$ cat src/rtl/word_narrower.sv
`default_nettype none
// ============================================================================
// Module   : word_narrower
// Brief    : Narrows an N-bit word to M-bit beats, either as one truncated
//            beat (overflow flag, optional saturation) or two split beats.
// Revision : 1.0 - initial release
// ============================================================================
module word_narrower #(
    parameter int M  = 16,
    parameter int N  = 32,
    parameter int CW = 8
) (
    input  logic          clk,
    input  logic          rst,
    input  logic [N-1:0]  I,
    input  logic          sw,
    input  logic          split,
    input  logic          sat,
    input  logic          in_valid,
    output logic          in_ready,
    output logic [M-1:0]  O,
    output logic          out_valid,
    input  logic          out_ready,
    output logic          last,
    output logic          ovf,
    output logic [CW-1:0] ovf_cnt
);

    localparam logic [1:0]    c_st_idle = 2'd0;
    localparam logic [1:0]    c_st_lo   = 2'd1;
    localparam logic [1:0]    c_st_hi   = 2'd2;
    localparam logic [CW-1:0] c_cnt_max = {CW{1'b1}};

    logic [1:0]    r_state;
    logic [1:0]    w_state_nxt;
    logic [M-1:0]  r_hi;
    logic          r_split;

    logic [M-1:0]  w_hi_nxt;
    logic          w_split_nxt;
    logic [M-1:0]  w_o_nxt;
    logic          w_last_nxt;
    logic          w_ovf_nxt;
    logic          w_out_valid_nxt;
    logic          w_in_ready_nxt;
    logic [CW-1:0] w_cnt_nxt;

    logic [M:0]    w_top;
    logic          w_ovf_s;
    logic          w_ovf_u;
    logic          w_ovf_t;
    logic [M-1:0]  w_satv;
    logic [M-1:0]  w_trunc;

    // Truncate result is computed from the live input so the first beat can
    // be registered on the very edge that accepts the word.
    assign w_top   = I[N-1:M-1];
    assign w_ovf_s = ~((&w_top) | ~(|w_top));
    assign w_ovf_u = |I[N-1:M];
    assign w_ovf_t = sw ? w_ovf_s : w_ovf_u;
    assign w_satv  = sw ? (I[N-1] ? {1'b1, {(M-1){1'b0}}} : {1'b0, {(M-1){1'b1}}})
                        : {M{1'b1}};
    assign w_trunc = (sat && w_ovf_t) ? w_satv : I[M-1:0];

    always_ff @(posedge clk or posedge rst) begin
        if (rst) begin
            r_state   <= c_st_idle;
            r_hi      <= '0;
            r_split   <= 1'b0;
            O         <= '0;
            last      <= 1'b0;
            ovf       <= 1'b0;
            out_valid <= 1'b0;
            in_ready  <= 1'b1;
            ovf_cnt   <= '0;
        end else begin
            r_state   <= w_state_nxt;
            r_hi      <= w_hi_nxt;
            r_split   <= w_split_nxt;
            O         <= w_o_nxt;
            last      <= w_last_nxt;
            ovf       <= w_ovf_nxt;
            out_valid <= w_out_valid_nxt;
            in_ready  <= w_in_ready_nxt;
            ovf_cnt   <= w_cnt_nxt;
        end
    end

    always_comb begin
        w_state_nxt = r_state;
        case (r_state)
            c_st_idle: if (in_valid)  w_state_nxt = c_st_lo;
            c_st_lo:   if (out_ready) w_state_nxt = r_split ? c_st_hi : c_st_idle;
            c_st_hi:   if (out_ready) w_state_nxt = c_st_idle;
            default:                  w_state_nxt = c_st_idle;
        endcase
    end

    always_comb begin
        w_hi_nxt        = r_hi;
        w_split_nxt     = r_split;
        w_o_nxt         = O;
        w_last_nxt      = last;
        w_ovf_nxt       = ovf;
        w_out_valid_nxt = out_valid;
        w_in_ready_nxt  = in_ready;
        w_cnt_nxt       = ovf_cnt;
        case (r_state)
            c_st_idle: begin
                if (in_valid) begin
                    w_hi_nxt        = I[N-1:M];
                    w_split_nxt     = split;
                    w_o_nxt         = split ? I[M-1:0] : w_trunc;
                    w_last_nxt      = ~split;
                    w_ovf_nxt       = ~split & w_ovf_t;
                    w_out_valid_nxt = 1'b1;
                    w_in_ready_nxt  = 1'b0;
                end
            end
            c_st_lo: begin
                if (out_ready) begin
                    if (r_split) begin
                        w_o_nxt    = r_hi;
                        w_last_nxt = 1'b1;
                        w_ovf_nxt  = 1'b0;
                    end else begin
                        w_out_valid_nxt = 1'b0;
                        w_in_ready_nxt  = 1'b1;
                        w_last_nxt      = 1'b0;
                        w_ovf_nxt       = 1'b0;
                        if (ovf && (ovf_cnt != c_cnt_max))
                            w_cnt_nxt = ovf_cnt + {{(CW-1){1'b0}}, 1'b1};
                    end
                end
            end
            c_st_hi: begin
                if (out_ready) begin
                    w_out_valid_nxt = 1'b0;
                    w_in_ready_nxt  = 1'b1;
                    w_last_nxt      = 1'b0;
                    w_ovf_nxt       = 1'b0;
                end
            end
            default: begin
                w_out_valid_nxt = 1'b0;
                w_in_ready_nxt  = 1'b1;
            end
        endcase
    end

endmodule
`default_nettype wire

$ cat config.mk
export PLATFORM = sky130hd
export DESIGN_NAME = word_narrower
export DESIGN_NICKNAME = d
export VERILOG_FILES = /design/src/rtl/word_narrower.sv
export SDC_FILE = /design/constraint.sdc
export NUM_CORES = 1
export LEC_CHECK = 0
export CAP_MARGIN = 5
export CORE_AREA = 2 2 79 81
export DETAILED_ROUTE_END_ITERATION = 12
export DIE_AREA = 0 0 81 83
export PLACE_DENSITY_LB_ADDON = 0.25
export SETUP_SLACK_MARGIN = 0.2
export SLEW_MARGIN = 40
export SYNTH_ARGS = -nofsm -noshare
export SYNTH_HDL_FRONTEND = slang
export SYNTH_SLANG_ARGS = --single-unit
$ cat constraint.sdc
create_clock -name clk -period 1.9 [get_ports clk]
set_input_delay 0.475 -clock clk [delete_from_list [all_inputs] [get_ports clk]]
set_output_delay 0.475 -clock clk [all_outputs]
set_load 0.05 [all_outputs]
# ---- After elaboration in Yosys (flattened, before gate mapping)
# Index checks and enable logic that the tools add are counted.
dict set report word_totals {
  romBits 0
  register_bits 47
  mem_bits_rw 0
  latchBits 0
  out_inout_bits 28
  mem_count 0
  inputBits 39
}
dict set report op_classes {
  n_mul 0
  n_lt_le_gt_ge 0
  bitwise 6
  n_eq_ne 9
  n_addsub 1
  n_mux 30
  n_div 0
  shifts 0
  reduce_logical 17
}
# op n
set op_table {}
lappend op_table {{$mux W16} 7}
lappend op_table {{$pmux W16 S2} 1}
lappend op_table {{$reduce_and A17 Y1} 1}
lappend op_table {{$reduce_or A17 Y1} 1}
lappend op_table {{$reduce_and A4 Y1} 4}
lappend op_table {{$reduce_or A16 Y1} 1}
lappend op_table {{$mux W1} 13}
lappend op_table {{$ne A2 B2 Y1 const B} 5}
lappend op_table {{$pmux W1 S3} 3}
lappend op_table {{$add A8 B1 Y8 const B} 1}
lappend op_table {{$mux W2} 4}
lappend op_table {{$ne A8 B8 Y1 const B} 1}
lappend op_table {{$pmux W2 S3} 1}
lappend op_table {{$reduce_and A3 Y1} 2}
lappend op_table {{$not A1 Y1} 4}
lappend op_table {{$reduce_bool A2 Y1} 2}
lappend op_table {{$reduce_bool A3 Y1} 1}
lappend op_table {{$eq A2 B1 Y1 const B} 1}
lappend op_table {{$eq A2 B2 Y1 const B} 1}
lappend op_table {{$logic_and A1 B1 Y1} 2}
lappend op_table {{$logic_not A2 Y1} 1}
lappend op_table {{$ne A2 B1 Y1 const B} 1}
lappend op_table {{$pmux W1 S2} 1}
lappend op_table {{$reduce_and A2 Y1} 1}
lappend op_table {{3 further kinds} 3}

# ---- Logic depth before layout (Yosys ltp)
dict set report depth {
  word_depth 10
  ltp_mapped 8
}

# ---- Worst setup path before layout
# No wires, ideal clock.
dict set report synth_timing {
  kind {register to register}
  startpoint {register r_state[0]}
  endpoint {register O[10]}
  period_less_slack_ns 1.894
  n_path_buf 1
  path_stages_with_launch 9
  setup_time_ns 0.124
  arrival_time_ns 1.770
  path_slack_ns 0.006
  cell_sequence {dfrtp_1 > inv_1 > ha_1 > nor2b_1 > a211oi_2 > clkbuf_1 > nand2b_1 > nand3_2 > a211o_1}
}
dict set report synth_between {
  elab_chain_len 3
  elab_cells_between_ends 8
  cone_classes {eq/ne: 4; mux: 1; reduce/logical: 3}
}
# element line_no
set synth_rtl {}
lappend synth_rtl {{start: declaration} 34} ;# logic [1:0] r_state;
lappend synth_rtl {{start signal: assignment} 67} ;# r_state <= c_st_idle;
lappend synth_rtl {{start signal: assignment} 77} ;# r_state <= w_state_nxt;
lappend synth_rtl {{$eq A2 B1 Y1 or $logic_not A2 Y1 (tied branches)} 108} ;# case (r_state)
lappend synth_rtl {{$ne A2 B2 Y1 (no line) or $reduce_bool A2 Y1 (tied branches)} -}
lappend synth_rtl {{$reduce_and A4 Y1 (no line)} -}
lappend synth_rtl {{end signal: assignment} 80} ;# O <= w_o_nxt;
lappend synth_rtl {{end: declaration} 21} ;# output logic [M-1:0] O,
# Parallel ways exist; a longest one is shown, timed or not.
# A chain may end at the register's enable or synchronous reset.

# ---- Worst setup path in the final report
dict set report layout_timing {
  startpoint {register r_state[0]}
  endpoint {register O[12]}
}
# Same word-level chain as after synthesis.

==> flow_metrics.py <==
metrics = {
    "worst_setup_path": {
        "endpoint_kind": "register",
        "worst-r2r-cell-count": 10,
        "worst_ep_arrival_time_ps": 2020,
        "critical_path.max_stage_delay_ps": 450,
        "crit-reg2reg-launch": "r_state[0]$_DFFE_PP0P_",
        "crit_path_max_fanout": 7,
        "class_of_the_most_critical_setup_path": "register to register",
        "worst_path_buf_inv": 4,
        "timing.critical_path.cells": "inv_2 > ha_4 > nor2b_4 > a211oi_4 > buf_6 > buf_6 > buf_6 > nand3_4 > nand3_2 > a211o_1",
        "critPathMostFrequentCell": "sky130_fd_sc_hd__buf_6",
        "startpoint_type": "register",
        "critPathRequiredTime_ps": 2090,
        "r2r_setup_slack_ps": 70,
        "worst_path_dominant_cell_family": "buffers and inverters",
        "critical_path.reg2reg.endpoint": "O[12]$_DFFE_PP0P_",
        "critPathSlowestCell": "sky130_fd_sc_hd__dfrtp_2",
    },
    "yosys": {
        "synth_flop_cell": "sky130_fd_sc_hd__dfrtp_1",
        "synth.net_count": 276,
        "netlist_area_mm2": 0.00251,
        "yosysUniqueCellTypes": 38,
        "edff_count_synth": 0,
        "ys_seq_elements": 47,
        "synth-warning-count": 0,
        "synth_commonest_cells": "46 x sky130_fd_sc_hd__dfrtp_1, 26 x sky130_fd_sc_hd__nand3_1, 18 x sky130_fd_sc_hd__mux2_2",
        "largest_area_contributor_in_the_synthesized_netlist": "sky130_fd_sc_hd__dfrtp_1",
        "synthTopCellsByArea": "sky130_fd_sc_hd__dfrtp_1 46%, sky130_fd_sc_hd__mux2_2 8.1%, sky130_fd_sc_hd__a211o_1 5.2%",
        "synth_largest_type_area_fraction_pct": 45.8,
        "synth_area_per_cell_um2": 10.8,
        "synth-async-reset-ratio_pct": 100,
        "post-synth-top-count-cell": "sky130_fd_sc_hd__dfrtp_1",
        "post_synthesis_sequential_area_ratio_pct": 46.8,
        "synthCells": 232,
    },
    "sta": {
        "peak_clock_frequency_supported_by_timing_mhz": 546,
        "finalMaxSlewViolations": 0,
        "fin_ws_ps": 67.5,
        "finalSetupViolations": 0,
        "maxSlewHeadroom_pct": 81.5,
        "final_min_period_over_clock_period_pct": 96.4,
        "timing.final.hold_violations": 0,
        "finalClockSkew_ps": 4.21,
        "min_cycle_time_layout_ps": 1830,
        "actual_slew_at_the_worst_max_slew_pin_ps": 274,
        "rsz0062_at_grt": "true",
    },
    "global_routing": {
        "maximum_number_of_pins_on_one_net_before_global_route_repair": 48,
        "grt_pass1_vias": 2365,
        "wire_length_of_the_first_global_routing_pass_um": 11600,
        "global_route_usage_over_all_layers_pct": 22.0,
        "grt_overflow": 0,
        "number_of_antenna_violations_at_the_first_check_in_global_routing": 0,
    },
    "power": {
        "clock_power_share_pct": 9.3,
        "comb_power_share_pct": 62.1,
        "p_leak_uw": 0.00195,
        "internal-power_uw": 3580,
        "switchingPower_uw": 2740,
        "powerDensity_mw_per_mm2": 1610,
        "totalPowerFinal_uw": 6320,
        "power.share.switching_pct": 43.3,
        "power_frac_seq_pct": 28.6,
        "vdd_ir_drop_max_v": 0.000858,
    },
    "placed_design": {
        "detailedPlacementHpwl_um": 4750,
        "pre_cts_slack_ps": -514,
        "gp_congestion": 0.788,
        "numPortBuffers": 66,
    },
    "finish": {
        "num-nets-final": 391,
        "syn2layout_area_growth_pct": 55.7,
        "n_fill_cell": 477,
        "diodes": 0,
        "layout_cells_sized_above_1_pct": 50.6,
    },
    "routing": {
        "post_detailed_route_via_to_cell_ratio": 5.33,
        "post_drt_wl_per_cell_um": 16.9,
        "drt_iter0_drc": 107,
        "drtAntennaViolNets": 0,
        "drt-total-wl_um": 7140,
        "drc_errors": 0,
        "routed-via-count": 2256,
        "firstDrtPassIters": 4,
    },
    "die": {
        "fp.dieArea_mm2": 0.00672,
        "die_h_um": 83,
        "initial_core_util_pct": 43.2,
        "design.portCount": 67,
        "num_rows": 28,
        "core_area_mm2": 0.00582,
        "die_width_um": 81,
    },
    "worst_hold_path": {
        "worstHoldPathType": "input port to register",
        "worst_hold_path.endpoint": "r_hi[2]$_DFFE_PP0P_",
        "hp-start": "I[18]",
        "min_path_cells": 2,
    },
    "clock_network": {
        "cts_max_level": 2,
        "clock_sinks": 47,
        "clk_pin_slew_worst_paths_ps": 80,
        "clock_tree.root_cell": "sky130_fd_sc_hd__clkbuf_8",
        "clock_tree.buffer_depth": 2,
        "clk-insertion-delay-late_ps": 290,
        "cts_hold_buf": 0,
        "tritoncts.num_buffers": 5,
        "cts_tree": "yes",
    },
    "job": {
        "timing.max_cap.violations": 0,
    },
    "status": {
        "outcome": "complete, no violations",
    },
}
cell usage in the layout, fill, tap and decap left out, drive strengths merged, types with 13 or more instances in the layout:
cell / instances
dfrtp: 46
buf: 89
nand3: 35
clkbuf: 14
and3: 15
nand2b: 16
mux2: 18
clkdlybuf4s50: 18
a211o: 15
nand2: 13
cells by family (layout without fill, tap and decap cells):
group           after synthesis  count (layout)  synth area share, %
compound gates               31              31                 10.4
fa+ha+maj                     5               5                 2.49
buf+inv                      15             131                 3.04
mux                          19              19                 8.46
xor+xnor                      7               7                 2.44
simple gates                108             108                 26.4
flops                        47              47                 46.8
state kept, by name, indices dropped and copies added, names as in the netlist:
signal     count
ovf_cnt        8
in_ready       1
r_state        2
r_split        1
last           1
out_valid      1
O             16
r_hi          16
ovf            1
per-stage QoR:
step	instance area (um2)	hold slack [ps]	cells	util (%)	setup TNS, ps
6_report	3910	441	423	67.3	0
4_1_cts	3850	487	418	66.3	0
3_3_place_gp	3530	475	401	60.7	-7140
3_5_place_dp	3530	477	401	60.7	-8410
2_1_floorplan	2580	479	232	-	0
5_1_grt	3910	436	423	67.3	-209
final cells by class:
type | count | area [um2] | area share, %
Clock buffer | 8 | 80.1 | 2.05
Inverter | 4 | 15.0 | 0.384
Multi-Input combinational cell | 170 | 1530 | 39.0
Sequential cell | 47 | 1180 | 30.2
Tap cell | 75 | 93.8 | 2.40
Timing Repair Buffer | 119 | 1020 | 26.0
per-layer routing:
| metal | share of wire, % | track usage, % |
|---|---|---|
| met1 | 44 | 30.1 |
| met2 | 50 | 36.0 |
| met3 | 4.2 | 3.59 |
| met4 | 1.3 | 5.70 |
| met5 | 0 | 0 |
what timing repair did:
item,CTS,global route
setup buffers,7,5
hold endpoints to repair,0,0
resized for setup,94,28
setup endpoints to repair,23,24
gates cloned,2,0
pin swaps,20,13
power groups by stage:
stage | Clock [uW] | Combinational (uW) | Sequential (uW)
after floorplan | 0 | 1450 | 2430
after global placement | 0 | 3140 | 1720
after detailed placement | 0 | 3200 | 1740
after CTS | 598 | 3730 | 1770
after global routing | 640 | 4190 | 1850
final | 587 | 3920 | 1810
worst max-delay path by stage:
stage / depth (start not counted) / startpoint / slack [ps] / endpoint
finish: 10 / r_state[0]$_DFFE_PP0P_ / 70 / O[12]$_DFFE_PP0P_
global route: 9 / r_state[1]$_DFFE_PP0P_ / -40 / O[12]$_DFFE_PP0P_
CTS: 10 / r_state[0]$_DFFE_PP0P_ / 110 / O[14]$_DFFE_PP0P_
detailed placement: 7 / I[26] / -510 / O[4]$_DFFE_PP0P_
global placement: 7 / I[22] / -430 / O[6]$_DFFE_PP0P_
floorplan: 6 / I[17] / 130 / O[9]$_DFFE_PP0P_
Power figures use the tool's default switching activity.
